### src/rtl/return_addr_stack_pkg.sv
// Shared types and sizing helpers for the return-address stack and the PC-update datapath.
package return_addr_stack_pkg;

  localparam int K_DEF           = 32;
  localparam int DEPTH_DEF       = 8;
  localparam int INSTR_BYTES_DEF = 4;

  typedef logic [K_DEF-1:0] pc_t;

  // Width of the top-of-stack pointer.
  function automatic int ptr_w(input int depth);
    return $clog2(depth);
  endfunction

  // Width of the occupancy count, which must also represent the value DEPTH.
  function automatic int cnt_w(input int depth);
    return $clog2(depth) + 1;
  endfunction

endpackage

### src/rtl/return_addr_stack_if.sv
// Retire-side connection to the return-address stack: call/return strobes in, top-of-stack and status out.
interface return_addr_stack_if
  import return_addr_stack_pkg::*;
#(
  parameter int K     = K_DEF,
  parameter int DEPTH = DEPTH_DEF
) ();

  // push/pop/flush are single-cycle strobes with no ready: every asserted cycle is
  // consumed at that rising edge, and results appear on the outputs the cycle after.
  logic                     flush;
  logic                     push;
  logic                     pop;
  logic [K-1:0]             call_pc;
  logic [K-1:0]             ret_pc;
  logic                     ret_valid;
  logic [cnt_w(DEPTH)-1:0]  count;
  logic                     full;
  logic                     overflow;
  logic                     underflow;

  modport master (
    output flush, push, pop, call_pc,
    input  ret_pc, ret_valid, count, full, overflow, underflow
  );

  modport slave (
    input  flush, push, pop, call_pc,
    output ret_pc, ret_valid, count, full, overflow, underflow
  );

endinterface

### src/rtl/return_addr_stack_ras_mem.sv
// DEPTH x K register file: one write port, one asynchronous read port, cleared on reset.
module ras_mem #(
  parameter int K     = 32,
  parameter int DEPTH = 8,
  parameter int AW    = $clog2(DEPTH)
) (
  input  logic          clk,
  input  logic          rst_n,
  input  logic          we,
  input  logic [AW-1:0] waddr,
  input  logic [K-1:0]  wdata,
  input  logic [AW-1:0] raddr,
  output logic [K-1:0]  rdata
);

  logic [K-1:0] mem [DEPTH];

  always_ff @(posedge clk or negedge rst_n) begin
    if (!rst_n) begin
      for (int i = 0; i < DEPTH; i++) mem[i] <= '0;
    end else if (we) begin
      mem[waddr] <= wdata;
    end
  end

  assign rdata = mem[raddr];

endmodule

### src/rtl/return_addr_stack.sv
// Circular return-address stack: records call_pc + INSTR_BYTES on calls, supplies it on returns.
module return_addr_stack
  import return_addr_stack_pkg::*;
#(
  parameter int K           = K_DEF,
  parameter int DEPTH       = DEPTH_DEF,
  parameter int INSTR_BYTES = INSTR_BYTES_DEF
) (
  input  logic            clk,
  input  logic            rst_n,
  return_addr_stack_if.slave bus
);

  localparam int PW = ptr_w(DEPTH);
  localparam int CW = cnt_w(DEPTH);
  localparam logic [CW-1:0] CNT_MAX = CW'(DEPTH);
  localparam logic [CW-1:0] CNT_ONE = CW'(1);
  localparam logic [PW-1:0] PTR_ONE = PW'(1);

  logic [PW-1:0] tos, tos_nxt, waddr;
  logic [CW-1:0] count, count_nxt;
  logic          we, set_ovf, set_unf;
  logic          overflow_q, underflow_q;
  logic          empty, at_max;
  logic [K-1:0]  ret_addr;

  assign empty    = (count == '0);
  assign at_max   = (count == CNT_MAX);
  assign ret_addr = bus.call_pc + K'(INSTR_BYTES);

  always_comb begin
    tos_nxt   = tos;
    count_nxt = count;
    waddr     = tos;
    we        = 1'b0;
    set_ovf   = 1'b0;
    set_unf   = 1'b0;
    if (bus.push && bus.pop) begin
      we = 1'b1;
      // Tail call on an empty stack degrades to a plain push but still flags the bad pop.
      if (empty) begin
        tos_nxt   = tos + PTR_ONE;
        waddr     = tos + PTR_ONE;
        count_nxt = CNT_ONE;
        set_unf   = 1'b1;
      end
    end else if (bus.push) begin
      we      = 1'b1;
      tos_nxt = tos + PTR_ONE;
      waddr   = tos + PTR_ONE;
      if (at_max) set_ovf = 1'b1;
      else        count_nxt = count + CNT_ONE;
    end else if (bus.pop) begin
      if (empty) begin
        set_unf = 1'b1;
      end else begin
        tos_nxt   = tos - PTR_ONE;
        count_nxt = count - CNT_ONE;
      end
    end
  end

  always_ff @(posedge clk or negedge rst_n) begin
    if (!rst_n) begin
      tos         <= '0;
      count       <= '0;
      overflow_q  <= 1'b0;
      underflow_q <= 1'b0;
    end else if (bus.flush) begin
      tos         <= '0;
      count       <= '0;
      overflow_q  <= 1'b0;
      underflow_q <= 1'b0;
    end else begin
      tos         <= tos_nxt;
      count       <= count_nxt;
      overflow_q  <= overflow_q | set_ovf;
      underflow_q <= underflow_q | set_unf;
    end
  end

  ras_mem #(.K(K), .DEPTH(DEPTH), .AW(PW)) u_mem (
    .clk   (clk),
    .rst_n (rst_n),
    .we    (we && !bus.flush),
    .waddr (waddr),
    .wdata (ret_addr),
    .raddr (tos),
    .rdata (bus.ret_pc)
  );

  assign bus.ret_valid = !empty;
  assign bus.count     = count;
  assign bus.full      = at_max;
  assign bus.overflow  = overflow_q;
  assign bus.underflow = underflow_q;

endmodule

### src/flat_wrapper.sv
// flat-port wrapper written by rule: the top's interface ports become plain ports
module return_addr_stack_flat import return_addr_stack_pkg::*;
#(
  parameter int K           = K_DEF,
  parameter int DEPTH       = DEPTH_DEF,
  parameter int INSTR_BYTES = INSTR_BYTES_DEF
)
  (clk, rst_n, bus_flush, bus_push, bus_pop, bus_call_pc, bus_ret_pc, bus_ret_valid, bus_count, bus_full, bus_overflow, bus_underflow);
  return_addr_stack_if #(.K(K), .DEPTH(DEPTH)) bus_i ();
  input  logic clk;
  input  logic rst_n;
  input wire logic [$bits(bus_i.flush)-1:0] bus_flush;
  input wire logic [$bits(bus_i.push)-1:0] bus_push;
  input wire logic [$bits(bus_i.pop)-1:0] bus_pop;
  input wire logic [$bits(bus_i.call_pc)-1:0] bus_call_pc;
  output wire logic [$bits(bus_i.ret_pc)-1:0] bus_ret_pc;
  output wire logic [$bits(bus_i.ret_valid)-1:0] bus_ret_valid;
  output wire logic [$bits(bus_i.count)-1:0] bus_count;
  output wire logic [$bits(bus_i.full)-1:0] bus_full;
  output wire logic [$bits(bus_i.overflow)-1:0] bus_overflow;
  output wire logic [$bits(bus_i.underflow)-1:0] bus_underflow;
  assign bus_i.flush = bus_flush;
  assign bus_i.push = bus_push;
  assign bus_i.pop = bus_pop;
  assign bus_i.call_pc = bus_call_pc;
  assign bus_ret_pc = bus_i.ret_pc;
  assign bus_ret_valid = bus_i.ret_valid;
  assign bus_count = bus_i.count;
  assign bus_full = bus_i.full;
  assign bus_overflow = bus_i.overflow;
  assign bus_underflow = bus_i.underflow;
  return_addr_stack #(.K(K), .DEPTH(DEPTH), .INSTR_BYTES(INSTR_BYTES)) u_core (.clk(clk), .rst_n(rst_n), .bus(bus_i));
endmodule
### config.mk
export PLATFORM = sky130hd
export DESIGN_NAME = return_addr_stack_flat
export DESIGN_NICKNAME = d
export VERILOG_FILES = /design/src/rtl/return_addr_stack_pkg.sv /design/src/rtl/return_addr_stack_if.sv /design/src/rtl/return_addr_stack_ras_mem.sv /design/src/rtl/return_addr_stack.sv /design/src/flat_wrapper.sv
export SDC_FILE = /design/constraint.sdc
export NUM_CORES = 1
export LEC_CHECK = 0
export ABC_AREA = 0
export ABC_CLOCK_PERIOD_IN_PS = 4000
export BUFFER_PORTS_ARGS = -buffer_cell sky130_fd_sc_hd__buf_2
export CAP_MARGIN = 20
export CORE_UTILIZATION = 48
export CTS_BUF_LIST = sky130_fd_sc_hd__clkbuf_2
export DETAILED_ROUTE_END_ITERATION = 8
export PLACE_DENSITY = 0.65
export SETUP_SLACK_MARGIN = 0.05
export SYNTH_ARGS = -nofsm -noshare
export SYNTH_HDL_FRONTEND = slang
export SYNTH_SLANG_ARGS = --single-unit
### constraint.sdc
create_clock -name clk -period 4 [get_ports clk]
set_input_delay 0.8 -clock clk [delete_from_list [all_inputs] [get_ports clk]]
set_output_delay 0.8 -clock clk [all_outputs]
set_load 0.05 [all_outputs]
=== Yosys cells after proc, flatten, opt, wreduce, memory -nomap -nowiden ===
Cells that the tools add are included.

* Register bits after elaboration: 265
* Input bits: 37
* Output and inout bits: 40
* Logic and storage cells: 69

* Add/subtract/negate cells: 5
* $lt $le $gt $ge: 3
* Equality and inequality tests: 4
* Muxes and demuxes: 32
* Bitwise operators: 4
* Reductions and logical operators: 9

{| class="wikitable"
|+ Operators by type and width
! operator !! count
|-
| $bwmux 256 || 1
|-
| $bmux 32 s3 || 1
|-
| $demux 32 s3 || 1
|-
| $mux 32 || 3
|-
| $add 32x3->32 const B || 1
|-
| $mux 4 || 7
|-
| $mux 3 || 8
|-
| $mux 1 || 11
|-
| $ge 4x4->1 const B || 2
|-
| $not 3->4 || 2
|-
| $add 4x1->4 const B || 1
|-
| $eq 4x4->1 const B || 1
|-
| $logic_not 4->1 || 1
|-
| $lt 4x1->1 const B || 1
|-
| $ne 4x3->1 const B || 1
|-
| $ne 4x4->1 const B || 1
|-
| $reduce_and 4->1 || 1
|-
| $reduce_bool 4->1 || 1
|-
| $sub 4x1->4 const B || 1
|-
| $add 3x1->3 const B || 1
|-
| $logic_and 1x1->1 || 3
|-
| $ne 3x2->1 const B || 1
|-
| $sub 3x1->3 const B || 1
|-
| $logic_not 1->1 || 2
|-
| 2 further kinds || 3
|}

=== Depth between registers and ports, before layout ===
Gate-level depths: netlist of run 1.

* Word-level depth: 9
* Mapped depth: 11
* Gate-level depth less buffers: 7

=== Hierarchy ===
A second synthesis of run 1 with hierarchy kept.

* Cell total of the unflattened synthesis: 821
* Area, all modules: 12,923.6 µm²

{| class="wikitable"
|+ Modules (own cells, without submodules)
! module !! times used !! cells each !! area an instance (µm²) !! sequential area each (µm²)
|-
| ras_mem || 1 || 665 || 11,639.9 || 6,406.1
|-
| return_addr_stack || 1 || 156 || 1,283.7 || 225.2
|}

=== Worst setup path before layout of run 1 ===
OpenSTA, ideal clock, no wires.

* Path kind: flip-flop to flip-flop
* Start point: register u_core.tos[1]
* End point: register u_core.u_mem.mem[78] in the netlist's numbering
* Library setup time: 125 ps
* Arrival time: 2,965 ps
* Required time: 3,875 ps
* Path slack: 911 ps
* Stages on the path, launching flop included: 11
* Buffers on the path: 4
* Clock period less this slack: 3,089 ps
* Cells stage by stage: dfrtp_1 > clkbuf_1 > clkbuf_1 > buf_1 > inv_1 > ha_1 > nor2_1 > nand2b_1 > o41ai_4 > buf_6 > mux2_2

* Longest elaborated chain between the ends: 9
* Elaborated cells between the ends (all ways): 11
* Classes of those cells: add/sub: 1; order compare: 2; mux: 6; bitwise: 1; reduce/logical: 1

{| class="wikitable"
|+ RTL lines
! what !! line !! source
|-
| start, declared || return_addr_stack.sv:20 || <nowiki>logic [PW-1:0] tos, tos_nxt, waddr;</nowiki>
|-
| start signal, assigned || return_addr_stack.sv:75 || <nowiki>tos <= tos_nxt;</nowiki>
|-
| $add 3x1->3 || return_addr_stack.sv:43, return_addr_stack.sv:50 ||
|-
| $mux 3, on equally long branches || return_addr_stack.sv:47, return_addr_stack.sv:41 ||
|-
| $mux 3 * || return_addr_stack.sv:38 || <nowiki>if (bus.push && bus.pop) begin</nowiki>
|-
| $not 3->4 (not written as such) * || return_addr_stack_ras_mem.sv:22 || <nowiki>mem[waddr] <= wdata;</nowiki>
|-
| $ge 4x4->1 (not written as such) or $lt 4x1->1 (tied branches) || return_addr_stack_ras_mem.sv:22 ||
|-
| $logic_and 1x1->1 (not written as such) || return_addr_stack_ras_mem.sv:22 ||
|-
| $mux 32 (not written as such) || return_addr_stack_ras_mem.sv:22 ||
|-
| $demux 32 s3 * || return_addr_stack_ras_mem.sv:22 ||
|-
| $bwmux 256 * || return_addr_stack_ras_mem.sv:22 ||
|-
| end signal, assigned by index || return_addr_stack_ras_mem.sv:22 ||
|-
| end, declared || return_addr_stack_ras_mem.sv:16 || <nowiki>logic [K-1:0] mem [DEPTH];</nowiki>
|}

Every way passes the cells marked *; elsewhere a longest branch is shown, timed or not.
A chain may end at the register's enable or synchronous reset.

=== Worst setup path in the final report of run 1 ===
* Start point: register u_core.tos[1]
* End point: output bus_ret_pc[22]

* Longest elaborated chain between the ends: 4

{| class="wikitable"
|+ RTL lines
! what !! line !! source
|-
| $not 3->4 (not written as such) || return_addr_stack_ras_mem.sv:26 || <nowiki>assign rdata = mem[raddr];</nowiki>
|-
| $bmux 32 s3 || return_addr_stack_ras_mem.sv:26 ||
|-
| $mux 32 (not written as such) (2 in a row) || return_addr_stack_ras_mem.sv:26 ||
|-
| end, declared || flat_wrapper.sv:16 || <nowiki>output wire logic [$bits(bus_i.ret_pc)-1:0] bus_ret_pc;</nowiki>
|}

Every way passes these cells. The select of a mux whose other input is x is not followed.

==> key figures, run 1 <==
Route
  • Met2 routed WL: roughly 14 mm
  • Drt wl/cell: between 20 and 25 um
  • Final ANT Viol Nets: 0
  • Starting DRT DRC Count: between 500 and 600
  • DRT Pass-1 Iters: 5
  • Vias: between 8000 and 9000
  • WL final: 28.82 mm
  • Vias per cell: 5.598
  • DRC violation count after routing: 0
  • Wl on met1: approximately 13 mm
  • Top layer in use: met5
  • Met3 WL post-DR: ~1.3 mm

GRT
  • Initial antenna violation count: 4
  • Gr ovfl total: 0
  • Number of global-route vias before repair: between 8000 and 9000
  • First-pass GRT wire length: between 40 and 50 mm
  • Global router's overall resource usage: approximately 22%
  • Largest net degree at the start of global routing: between 100 and 150

Pwr
  • Total power: roughly 12 mW
  • PD cells: approximately 870 nW/um^2
  • Int Pwr: ~7.5 mW
  • Max VDD drop: between 600 and 700 uV
  • Combinational power share: 45.4%
  • Switching power: about 5 mW
  • Seq pwr share: between 30% and 40%
  • Sw Ratio: roughly two fifths
  • Clk pwr share: approximately 17%
  • LEAKAGE: 6.356 nW

Worst setup path
  • WP data required: 3.20 ns
  • CP arrival: approximately 3.0 ns
  • Reg2reg start: u_core.tos[1]
  • Reg2reg setup slack: roughly 0.74 ns
  • CP Capture Type: output pin
  • R2r endpoint: u_core.u_mem.mem[128]
  • CP Class: reg2out
  • R2R depth: 6
  • Worst Setup Start Kind: flip-flop
  • Worst Path Max Fanout: 42

Die
  • Die W: 165.1 um
  • Die height: 165.1 um
  • Die ar.: 27260 um^2
  • Row count: a little under 60
  • Num ports: 77
  • Core Area: ~26000 um^2
  • Starting density of the core: between 40% and 50%

Finish
  • Nets: around 1100
  • Most common cell after layout, fill and taps aside: dfrtp_1
  • Layout cell share with drive strength beyond 1: 45.36%
  • Filler instances: approximately 2200
  • Register Area: about 6600 um^2
  • Layout area overhead: 12.15%
  • Multi-input logic area: between 5000 and 6000 um^2
  • Commonest cells after routing, fill and taps aside: dfrtp_1 (262), mux2_2 (206), clkbuf_2 (104)

Yosys
  • Main flop type after synthesis: dfrtp_1
  • Unique masters post-synth: 44
  • Avg Cell Area, Syn: 13.64 um^2
  • Yosys reg bits: about 270
  • Sequential fraction of the synthesis area: roughly half
  • Post-Syn Instances: 936
  • Warnings, synthesis: 0
  • Mapped Area: around 13000 um^2
  • Post-synthesis net count: 979
  • Async SR Flop Fraction: between 90% and 100%
  • EDFF count, synth: 0

STA
  • Fmax: between 200 and 300 MHz
  • Fin worst setup slack: about 0.25 ns
  • Final number of setup-violating endpoints: 0
  • Fin crit period: roughly 3.7 ns
  • Max-slew violations: 0
  • Clock skew: 0.06630 ns
  • RSZ-0062 raised after global routing: no
  • Final hold viol count: 0
  • Actual slew at the worst max-slew pin: 1.035 ns
  • Headroom to the max-slew limit: between 30% and 40%
  • Setup_tns: 0 ns
  • Final Cycle Share: 93.64%

Place
  • Dpl hpwl: ~18 mm
  • Final GP Congestion: between 0.8 and 0.9
  • Port Buffer Count: 76
  • Pre-CTS WS: around 0.70 ns

Clock tree
  • Clock tree buffer depth: 3
  • # hold bufs at CTS: 0
  • Root buffer cell: clkbuf_2
  • Number of clock sinks: 265
  • Clk slew on worst S/H paths: 0.11 ns
  • Total CTS buffers: slightly above 70
  • Post-CTS Setup Bufs: 0
  • H-tree level count: 3
  • Post-CTS resize count: 1
  • Worst-skew pair later-pin latency: roughly 0.8 ns
  • CTS tree: built

Min path
  • Hold Path Class: in2async

Outcome
  • Run status: finished clean

Flow run
  • Max_cap viols: 0
[power by group through the flow]
stage / clock network, mW / registers [mW] / logic, mW
2_1_floorplan: 0 / 4.49 / 4.59
3_3_place_gp: 0 / 4.65 / 5.57
3_5_place_dp: 0 / 4.70 / 5.67
4_1_cts: 2.19 / 4.65 / 5.69
5_1_grt: 2.33 / 4.82 / 6.05
6_report: 2.11 / 4.65 / 5.63
[cells in the mapped netlist, types with 2 or more instances]
cell type	n	area share [%]
mux2_1	4	0.35
nand3b_1	2	0.12
o21ai_2	2	0.14
dfrtp_1	265	52
mux4_2	64	11
nor4_4	2	0.33
buf_1	4	0.12
nand3_1	20	0.78
and2_1	4	0.20
a21oi_1	81	3.2
o41ai_4	3	0.65
and3_1	6	0.29
xor2_1	16	1.1
a31oi_1	4	0.20
buf_4	11	0.65
xnor2_1	30	2.1
nand4_1	17	0.83
clkbuf_1	18	0.53
nor3_1	7	0.27
o21ai_0	3	0.12
buf_6	4	0.35
a21o_1	2	0.12
nand2_1	11	0.32
mux2_2	206	18
nand2b_1	2	0.098
inv_1	6	0.18
buf_2	23	0.90
o31ai_4	2	0.33
ha_1	5	0.49
nor2_1	98	2.9
[cell type report]
| cell class | count | share of cell area, % |
|---|---|---|
| antenna | 3 | 0.05242 |
| clock buffer | 104 | 3.634 |
| clock inverter | 18 | 1.389 |
| inverter | 7 | 0.1835 |
| multi-input combinational | 604 | 40.72 |
| sequential | 265 | 46.37 |
| tap | 335 | 2.927 |
| timing repair buffer | 100 | 4.727 |
[worst max-delay path, stage by stage (launching register included)]
cell	delay, ns
dfrtp_4	0.72
buf_6	0.48
mux4_2	0.38
mux2_2	0.31
buf_2	0.22
[flip-flops by register name, indices dropped and copies added (netlist names)]
register,cells
u_core.bus.overflow,1
u_core.bus.count,4
u_core.tos,3
u_core.u_mem.mem,256
u_core.bus.underflow,1
[worst max-delay path by stage]
| stage | cells after the start | slack (ns) | start | end |
|---|---|---|---|---|
| floorplan | 10 | 0.91 | u_core.tos[1] | u_core.u_mem.mem[78] |
| global placement | 6 | 0.75 | bus_push | u_core.u_mem.mem[196] |
| detailed placement | 5 | 0.70 | bus_pop | u_core.u_mem.mem[177] |
| CTS | 4 | 0.13 | u_core.tos[1] | bus_ret_pc[22] |
| global route | 4 | 0.06 | u_core.tos[0] | bus_ret_pc[5] |
| finish | 4 | 0.25 | u_core.tos[1] | bus_ret_pc[22] |
[logic make-up after synthesis]
group                    Yosys count  share of synthesized area (%)
AND/OR/NAND/NOR                  174                          6.457
XOR/XNOR                          47                          3.282
AO/OA/AOI/OAI                    103                          5.124
multiplexers                     274                          29.81
adder cells (fa/ha/maj)            6                         0.6467
buffers and inverters             67                          2.753
flip-flops                       265                          51.93
[stage by stage]
stage	hold slack, ns	area (um^2)	utilization [%]	cells
after detailed placement	0.4691	13550	51.99	1309
final	0.05861	14320	54.96	1436
after floorplan	0.4446	12770	-	936
after global routing	0.07752	14320	54.95	1435
after global placement	0.4586	13550	51.99	1309
after CTS	0.06217	14270	54.77	1431
[layer usage]
metal | vias to the layer above | GRT usage, %
li1 | 3689 | -
met1 | 4125 | 30.52
met2 | 173 | 35.18
met3 | 50 | 4.745
met4 | 2 | 8.882
met5 | - | 0
(Power assumes the default switching activity.)
==> inputs of run 2 (changes only) <==
--- a/config.mk
+++ b/config.mk
@@ -10,7 +10,6 @@
 export BUFFER_PORTS_ARGS = -buffer_cell sky130_fd_sc_hd__buf_2
 export CAP_MARGIN = 20
 export CORE_UTILIZATION = 48
-export CTS_BUF_LIST = sky130_fd_sc_hd__clkbuf_2
 export DETAILED_ROUTE_END_ITERATION = 8
 export PLACE_DENSITY = 0.65
 export SETUP_SLACK_MARGIN = 0.05
==> run 2 against run 1 <==
  * Sequential share of layout area down 0.69 points
  * Hold slack better by 0.28 ns
  * Utilization up 0.84 points
  * Critical path depth unchanged
  * Clock power up 24%
  * Power up 4.2%
  * Via count down 2.7%
  * Count of clock-buffer cells in the layout down 60
  * Critical path type unchanged
  * Largest cell class unchanged
==> key figures, run 2 (synthesized netlist as in run 1, its figures left out) <==
Pwr
  • Max VDD drop: 575.2 uV (was 621.3 uV)
  • PD cells: 887.5 nW/um^2 (was 865.0 nW/um^2)
  • LEAKAGE: 6.297 nW (was 6.356 nW)

Worst setup path
  • CP Class: reg2out (unchanged)
  • Slowest cell on the critical path: dfrtp_4 (unchanged)
  • CP arrival: 2.87 ns (was 2.95 ns)
  • Worst path cell trace: buf_4, mux4_2, mux2_2, buf_2 (was buf_6, mux4_2, mux2_2, buf_2)
  • Slowest cell delay on critical path: 0.71 ns (was 0.72 ns)
  • WP data required: 3.20 ns (about the same)
  • Worst Setup Start Kind: flip-flop (unchanged)
  • Reg2reg start: u_core.tos[1] (unchanged)
  • Buf+Inv Stages, Crit Path: 2 (unchanged)
  • Worst Setup SP: u_core.tos[1] (unchanged)
  • Crit path max-delay family: buffers and inverters (was flip-flops)
  • CP Capture Type: output pin (unchanged)
  • Worst Path Max Fanout: 42 (unchanged)

Clock tree
  • Post-CTS Setup Bufs: 0 (unchanged)
  • Post-CTS resize count: 0 (was 1)
  • Worst-skew pair later-pin latency: 0.54 ns (was 0.81 ns)
  • Total CTS buffers: 29 (was 71)
  • # hold bufs at CTS: 0 (unchanged)
  • Clk slew on worst S/H paths: 0.06 ns (was 0.11 ns)
  • Number of clock sinks: 265 (unchanged)
  • Clock tree buffer depth: 3 (unchanged)
  • Root buffer cell: clkbuf_16 (was clkbuf_2)
  • H-tree level count: 1 (was 3)
  • CTS tree: built (unchanged)

Finish
  • Most common cell after layout, fill and taps aside: dfrtp_1 (unchanged)
  • Nets: 1050 (was 1092)
  • Biggest regs: u_core.u_mem.mem x256, u_core.bus.count x4, u_core.tos x3 (unchanged)
  • Biggest register: u_core.u_mem.mem (unchanged)
  • Max reg flops: 256 (unchanged)
  • Final core occ: 55.79% (was 54.96%)
  • Commonest cells after routing, fill and taps aside: dfrtp_1 (262), mux2_2 (206), nor2_1 (98) (was dfrtp_1 (262), mux2_2 (206), clkbuf_2 (104))
  • Layout cell share with drive strength beyond 1: 42.22% (was 45.36%)
  • Layout area overhead: 13.85% (was 12.15%)

Place
  • Dpl hpwl: 17.92 mm (unchanged)
  • Port Buffer Count: 76 (unchanged)
  • Final GP Congestion: 0.8115 (unchanged)

GRT
  • Global router's overall resource usage: 21.90% (was 22.43%)
  • Number of global-route vias before repair: 8107 (was 8551)
  • Initial antenna violation count: 3 (was 4)
  • Gr ovfl total: 0 (unchanged)
  • Largest net degree at the start of global routing: 129 (unchanged)
  • First-pass GRT wire length: 45.72 mm (was 46.37 mm)

Die
  • Row count: 59 (unchanged)
  • Die height: 165.1 um (unchanged)
  • Starting density of the core: 49.00% (unchanged)
  • Die ar.: 27260 um^2 (unchanged)
  • Die W: 165.1 um (unchanged)
  • Core Area: 26060 um^2 (unchanged)
  • Num ports: 77 (unchanged)

Route
  • DRT Pass-1 Iters: 4 (was 5)
  • Drt wl/cell: 20.83 um (was 20.07 um)
  • Vias per cell: 5.728 (was 5.598)
  • Final ANT Viol Nets: 0 (unchanged)
  • Vias: 7819 (was 8039)
  • Starting DRT DRC Count: 510 (was 514)
  • WL final: 28.43 mm (was 28.82 mm)
  • DRC violation count after routing: 0 (unchanged)

STA
  • Fin crit period: 3.668 ns (was 3.746 ns)
  • Clock skew: 0.01496 ns (was 0.06630 ns)
  • Final Cycle Share: 91.70% (was 93.64%)
  • Headroom to the max-slew limit: 31.03% (was 30.77%)
  • Final number of setup-violating endpoints: 0 (unchanged)
  • Setup_tns: 0 ns (unchanged)
  • Actual slew at the worst max-slew pin: 1.031 ns (was 1.035 ns)
  • Fmax: 272.6 MHz (was 267.0 MHz)
  • Max-slew violations: 0 (unchanged)
  • RSZ-0062 raised after global routing: no (unchanged)
  • Final hold viol count: 0 (unchanged)

Flow run
  • Max_cap viols: 0 (unchanged)

Outcome
  • Run status: finished clean (unchanged)

Min path
  • Hold Path Class: in2async (unchanged)
==> run 2: changes by cell type in the layout (fill, tap and decap cells not counted), moves of 4 or more <==
cell,delta
bufinv_16,-4
clkbuf_1,+6
clkbuf_16,+29
clkbuf_2,-104
clkbuf_8,+9
clkinv_1,-12
clkinv_2,+5
==> run 2: final cells by class <==
cell class / instances / area [um^2]
sequential: 265 / 6640
tap: 335 / 419.2
clock buffer: 44 / 872.1
timing repair buffer: 100 / 673.1
antenna: 2 / 5.005
multi-input combinational: 604 / 5832
clock inverter: 8 / 71.32
inverter: 7 / 26.28
fill: 2144 / 11520
==> run 2: worst register-to-register path, delay by kind of cell, from the launching register on <==
family | cells | cell delay (ns)
compound gates | 1 | 0.87
xor+xnor | 1 | 0.32
fa+ha+maj | 1 | 0.29
buf+inv | 1 | 0.30
flops | 1 | 0.66
mux | 1 | 0.37
simple gates | 1 | 0.24
==> run 2: routing by layer <==
| metal | vias up | global-route usage, % | part of all wire, % |
|---|---|---|---|
| li1 | 3574 | - | - |
| met1 | 4062 | 31.15 | 45 |
| met2 | 140 | 35.68 | 48 |
| met3 | 41 | 2.972 | 4.2 |
| met4 | 2 | 5.213 | 2.2 |
| met5 | - | 0 | 0.035 |
==> run 2: where the power goes <==
| group | switching (mW) | total, mW | leakage [nW] | internal [mW] |
|---|---|---|---|---|
| Sequential | 0.698 | 4.66 | 3.32 | 3.96 |
| Clock | 1.06 | 2.62 | 0.468 | 1.56 |
| Combinational | 3.11 | 5.62 | 2.51 | 2.51 |
| Total | 4.88 | 12.9 | 6.30 | 8.03 |
==> run 2: stage by stage <==
| stage | std cells | power [mW] | cell area (um^2) | setup WS (ns) | hold WS, ns |
|---|---|---|---|---|---|
| floorplan | 936 | 9.080 | 12770 | 0.9106 | 0.4446 |
| detailed placement | 1309 | 10.37 | 13550 | 0.7027 | 0.4691 |
| CTS | 1361 | 13.02 | 14490 | 0.3014 | 0.4049 |
| finish | 1365 | 12.90 | 14540 | 0.3320 | 0.3379 |
| global placement | 1309 | 10.22 | 13550 | 0.7546 | 0.4586 |
| global route | 1364 | 13.67 | 14540 | 0.2340 | 0.4503 |
==> run 2: final timing paths <==
path / end / slack [ns] / depth (start not counted)
setup / recovery: bus_ret_pc[23] / 0.33 / 4
hold / removal: u_core.u_mem.mem[103] / 0.34 / 1
setup reg to reg: u_core.u_mem.mem[128] / 0.83 / 6
hold reg to reg: u_core.u_mem.mem[2] / 0.48 / 2
max in group asynchronous: u_core.u_mem.mem[30] / 2.65 / 2
min in group clk: u_core.u_mem.mem[2] / 0.48 / 2
